--- src/rtl/trace_capture.sv ---
// Trace sink for the processor debug port. It records one {PC,IR} entry per newly
// decoded instruction into a first-word-fall-through FIFO and stops after the halt opcode.
module trace_capture #(
  parameter int          DEPTH        = 16,
  parameter logic [3:0]  DECODE_STATE = 4'h2,
  parameter logic [3:0]  HALT_OP      = 4'h5,
  localparam int         AW           = $clog2(DEPTH),
  localparam int         CW           = AW + 1
) (
  input  logic          Clk,
  input  logic          Reset,
  input  logic          Arm,
  input  logic          Clear,
  input  logic [6:0]    PC_Out,
  input  logic [15:0]   IR_Out,
  input  logic [3:0]    State,
  output logic          RdValid,
  input  logic          RdReady,
  output logic [22:0]   RdData,
  output logic [CW-1:0] Count,
  output logic          Capturing,
  output logic          Halted,
  output logic          Overflow
);

  typedef enum logic [1:0] {
    IDLE   = 2'd0,
    ARMED  = 2'd1,
    HALTED = 2'd2
  } fsm_t;

  fsm_t          fsm_q, fsm_d;
  logic [3:0]    state_prev_q, state_prev_d;
  logic [AW-1:0] wr_ptr_q, wr_ptr_d;
  logic [AW-1:0] rd_ptr_q, rd_ptr_d;
  logic [CW-1:0] count_q, count_d;
  logic          overflow_q, overflow_d;
  logic [22:0]   mem_q [DEPTH];
  logic [22:0]   mem_d [DEPTH];

  logic decode_event;
  logic capture;
  logic is_halt;
  logic full;
  logic push;
  logic pop;
  logic drop;

  // One event per instruction: only the entry edge into the decode state counts.
  assign decode_event = (State == DECODE_STATE) && (state_prev_q != DECODE_STATE);
  assign capture      = decode_event && (fsm_q == ARMED) && !Clear;
  assign is_halt      = (IR_Out[15:12] == HALT_OP);
  assign full         = (count_q == CW'(DEPTH));
  assign pop          = (count_q != '0) && RdReady && !Clear;
  assign push         = capture && (!full || pop);
  assign drop         = capture && full && !pop;

  always_comb begin
    fsm_d        = fsm_q;
    state_prev_d = State;
    wr_ptr_d     = wr_ptr_q;
    rd_ptr_d     = rd_ptr_q;
    count_d      = count_q;
    overflow_d   = overflow_q;
    mem_d        = mem_q;

    if (Clear) begin
      fsm_d      = IDLE;
      wr_ptr_d   = '0;
      rd_ptr_d   = '0;
      count_d    = '0;
      overflow_d = 1'b0;
    end else begin
      case (fsm_q)
        IDLE:    if (Arm) fsm_d = ARMED;
        ARMED:   if (capture && is_halt) fsm_d = HALTED;
        default: ;
      endcase

      if (push) begin
        mem_d[wr_ptr_q] = {PC_Out, IR_Out};
        wr_ptr_d        = wr_ptr_q + AW'(1);
      end
      if (pop) rd_ptr_d = rd_ptr_q + AW'(1);
      if (drop) overflow_d = 1'b1;

      case ({push, pop})
        2'b10:   count_d = count_q + CW'(1);
        2'b01:   count_d = count_q - CW'(1);
        default: ;
      endcase
    end
  end

  always_ff @(posedge Clk or negedge Reset) begin
    if (!Reset) begin
      fsm_q        <= IDLE;
      state_prev_q <= 4'h0;
      wr_ptr_q     <= '0;
      rd_ptr_q     <= '0;
      count_q      <= '0;
      overflow_q   <= 1'b0;
      for (int i = 0; i < DEPTH; i++) mem_q[i] <= '0;
    end else begin
      fsm_q        <= fsm_d;
      state_prev_q <= state_prev_d;
      wr_ptr_q     <= wr_ptr_d;
      rd_ptr_q     <= rd_ptr_d;
      count_q      <= count_d;
      overflow_q   <= overflow_d;
      for (int i = 0; i < DEPTH; i++) mem_q[i] <= mem_d[i];
    end
  end

  // Head is masked while empty so RdData reads zero whenever nothing is held.
  assign RdValid   = (count_q != '0);
  assign RdData    = RdValid ? mem_q[rd_ptr_q] : '0;
  assign Count     = count_q;
  assign Capturing = (fsm_q == ARMED);
  assign Halted    = (fsm_q == HALTED);
  assign Overflow  = overflow_q;

endmodule

--- config.mk ---
export PLATFORM = sky130hd
export DESIGN_NAME = trace_capture
export DESIGN_NICKNAME = d
export VERILOG_FILES = /design/src/rtl/trace_capture.sv
export SDC_FILE = /design/constraint.sdc
export NUM_CORES = 1
export LEC_CHECK = 0
export CORE_ASPECT_RATIO = 1.1
export CORE_MARGIN = 4
export CORE_UTILIZATION = 30
export DETAILED_ROUTE_END_ITERATION = 8
export GPL_TIMING_DRIVEN = 0
export PLACE_DENSITY_LB_ADDON = 0.05
export SYNTH_ARGS = -nofsm -noshare
export SYNTH_HDL_FRONTEND = slang
export SYNTH_SLANG_ARGS = --single-unit
--- constraint.sdc ---
create_clock -name Clk -period 3.7 [get_ports Clk]
set_clock_uncertainty 0.2 [all_clocks]
set_input_delay 0.74 -clock Clk [delete_from_list [all_inputs] [get_ports Clk]]
set_output_delay 0.74 -clock Clk [all_outputs]
set_load 0.05 [all_outputs]
==> flow_summary.yaml <==
timing:
  slew_violations: 0
  layout_worst_path_cycle_share_pct: 102
  timing.max_slew.rel_slack_pct: 41.7
  timing.final.ws_setup_ps: -70.0
  hold_slack_ps: 13.3
  setup_violations: 19
  post-route-min-period_ps: 3770
  max_slew.worst_pin.slew_ps: 874
  final-hold-violation-count: 0
  grt_setup_unrepaired: "true"
  max_freq_ghz: 0.265
clock_tree:
  cts-hold-fix-buffers: 0
  clock_tree.htree_level_count: 2
  clk_transition_reported_paths_ps: 60
  clock_tree_from_tritoncts: "done"
  max-clock-path-buffers: 3
  root_buffer: "clkbuf_16"
  clkLatencyLatePin_ps: 580
  cts.sink_count: 388
  cts_inserted_buffers: 48
pwr:
  pwr_density_cell_mw_per_mm2: 523
  p_leak_nw: 10.1
  ir_drop_mv: 0.316
yosys:
  syn_std_cell_area_mm2: 0.0177
  synth_seq_cells: 388
  total_nets_after_synthesis: 1142
  synthesis.instances: 1103
  yosysWarnings: 0
  synth_seq_area_share_pct: 54.8
  yosys.cell_types.count: 38
  post_synth.cell_area_avg_um2: 16.1
detailed_routing:
  vias: 10100
  post-route-drc-count: 0
  viasPerCell: 4.96
  dr.first_iter.drc_count: 461
  drt-pass1-iter-count: 4
  route.detailed.wl_per_inst_um: 25.2
  postRouteWirelength_mm: 51.0
  ant_nets: 0
placement:
  dp_slack_ps: -1640
  place.detailed.instances: 1929
  gp_routability_congestion: 0.715
  detailed_place_hpwl_mm: 32.3
  port-buffer-count: 63
min_path:
  worstHoldPathType: "primary input to asynchronous set/reset pin"
critical_path:
  crit_type: "register to output port"
  library_cell_contributing_the_largest_single_delay_on_the_critical_path: "mux4_2"
  setup.worst_path.end_class: "output port"
  critical_path_data_required_time_ps: 2760
  cp_num_buf_inv: 3
  critical-path-top-cell-by-count: "mux4_2"
  crit_fanout: 5
  critical_path.top_delay_family: "multiplexers"
  critical_path.cell_chain: "buf_12, bufbuf_16, mux4_2, mux4_2, and2_4, buf_6"
  startpoint_type: "register"
  critPathArrivalTime_ps: 2830
  biggest_cell_delay_along_the_critical_path_ps: 530
die:
  die_area_mm2: 0.0630
  core_region_area_mm2: 0.0585
  chipWidth_um: 240
  num_io_pins: 64
  initial_core_util_pct: 30.3
  placementRows: 93
  die-height_um: 263
job:
  max_cap_viol_count: 0
finish:
  antenna-diode-count: 0
  fraction_of_final_layout_cells_sized_beyond_drive_strength_1_pct: 53.2
  area_delta_synth_final_pct: 21.1
  nets: 1270
  filler_cell_count: 5586
  instances_no_fill: 2028
grt:
  first_global_vias: 11000
  global_route_overflow: 0
  grt_max_degree: 104
  global_route_wire_length_before_repair_mm: 76.3
  total_grt_usage_pct: 16.4
  number_of_antenna_violations_at_the_first_check_in_global_routing: 0
status:
  violations: "negative setup slack"
  outcome: "finished with violations"
-- metal layers --
metal / global-route usage, % / up-vias / part of all wire [%]
met3: 2.64 / 60 / 3.0
met2: 27.2 / 128 / 49
li1: - / 4383 / -
met4: 3.09 / 0 / 1.5
met1: 23.0 / 5488 / 46
met5: 0 / - / 0
-- power by group --
part	leakage (nW)	switching [W]	internal (W)
sequential	5.40	0.0000500	0.00430
clock	0.768	0.00186	0.00275
combinational	3.90	0.00120	0.00107
total	10.1	0.00311	0.00812
-- placed cells by master (no fill, tap or decap), drive strengths merged --
cell / n
inv: 9
o221ai: 1
bufbuf: 2
xnor2: 4
nor4b: 4
a31oi: 1
a21boi: 1
nor4bb: 1
and2: 23
nor2b: 5
nand4: 1
clkinv: 6
clkbuf: 128
nor4: 2
a21o: 1
xor2: 4
nor2: 22
ha: 7
or4: 1
nand2b: 7
mux2i: 5
o21ai: 1
a22oi: 1
or4b: 1
o21a: 1
mux4: 115
and3: 1
mux2: 370
or3: 3
dfrtp: 388
o31ai: 1
nand2: 11
nor3: 7
buf: 79
clkdlybuf4s50: 38
a21oi: 8
nand3: 8
-- sequential cells by signal, summed over array words and instances (netlist names) --
signal	flops
mem_q	368
wr_ptr_q	4
Overflow	1
fsm_q	2
rd_ptr_q	4
state_prev_q	4
Count	5
-- metrics by stage --
step / TNS (ps) / cell area [um2] / power, W / utilization [%]
after floorplan: 0 / 17700 / 0.00547 / -
after global placement: -6774980 / 19300 / 0.00621 / 33.0
after detailed placement: -153930 / 19400 / 0.00621 / 33.1
after CTS: -1960 / 21300 / 0.0114 / 36.4
after global routing: -3040 / 21500 / 0.0118 / 36.7
final: -779 / 21500 / 0.0112 / 36.7
-- what timing repair did --
action                     4_1_cts  5_1_grt
gates cloned                     2        2
setup endpoints to repair       65      106
resized for setup              259       25
pin swaps                        1        0
buffers inserted                 5        5
-- area by class of cell --
class / instances / area [um2] / area share, %
Clock inverter: 8 / 47.5 / 0.222
Inverter: 7 / 26.3 / 0.122
Buffer: 88 / 638 / 2.97
Sequential cell: 388 / 9710 / 45.2
Tap cell: 760 / 951 / 4.43
Clock buffer: 79 / 1500 / 6.98
Multi-Input combinational cell: 618 / 7680 / 35.8
Timing Repair Buffer: 80 / 907 / 4.23
-- cells by family after synthesis --
family	count (synthesis)	share of synthesized area [%]
buffers and inverters	97	2.29
XOR/XNOR	8	0.395
multiplexers	490	38.4
AO/OA/AOI/OAI	16	0.551
AND/OR/NAND/NOR	97	3.09
adder cells (fa/ha/maj)	7	0.494
flip-flops	388	54.8
-- synthesized netlist by cell type (all sizes together) --
cell	count	area, um2
a21boi	1	7.51
a21o	1	7.51
a21oi	8	40.0
a22oi	1	7.51
a31oi	1	6.26
and2	23	144
and3	1	6.26
buf	44	206
clkbuf	46	173
dfrtp	388	9710
ha	7	87.6
inv	7	26.3
mux2	370	4170
mux2i	5	50.1
mux4	115	2590
nand2	11	41.3
nand2b	7	43.8
nand3	8	40.0
nand4	1	6.26
nor2	22	82.6
nor2b	5	31.3
nor3	7	40.0
nor4	2	12.5
nor4b	4	53.8
nor4bb	1	10.0
o21a	1	7.51
o21ai	1	5.00
o221ai	1	8.76
o31ai	1	7.51
or3	3	18.8
or4	1	7.51
or4b	1	10.0
xnor2	4	35.0
xor2	4	35.0
-- final timing paths --
check | from | end | slack (ps) | cells after the start
setup / recovery | rd_ptr_q[0]$_DFFE_PN0P_ | RdData[10] | -70 | 6
hold / removal | Reset | state_prev_q[1]$_DFF_PN0_ | 10 | 1
setup reg to reg | Count[1]$_DFFE_PN0P_ | mem_q[312]$_DFFE_PN0P_ | 270 | 7
hold reg to reg | mem_q[80]$_DFFE_PN0P_ | mem_q[80]$_DFFE_PN0P_ | 290 | 1
max in group asynchronous | Reset | mem_q[285]$_DFFE_PN0P_ | 1750 | 3
min in group Clk | mem_q[80]$_DFFE_PN0P_ | mem_q[80]$_DFFE_PN0P_ | 290 | 1
Power figures use the tool's default switching activity.
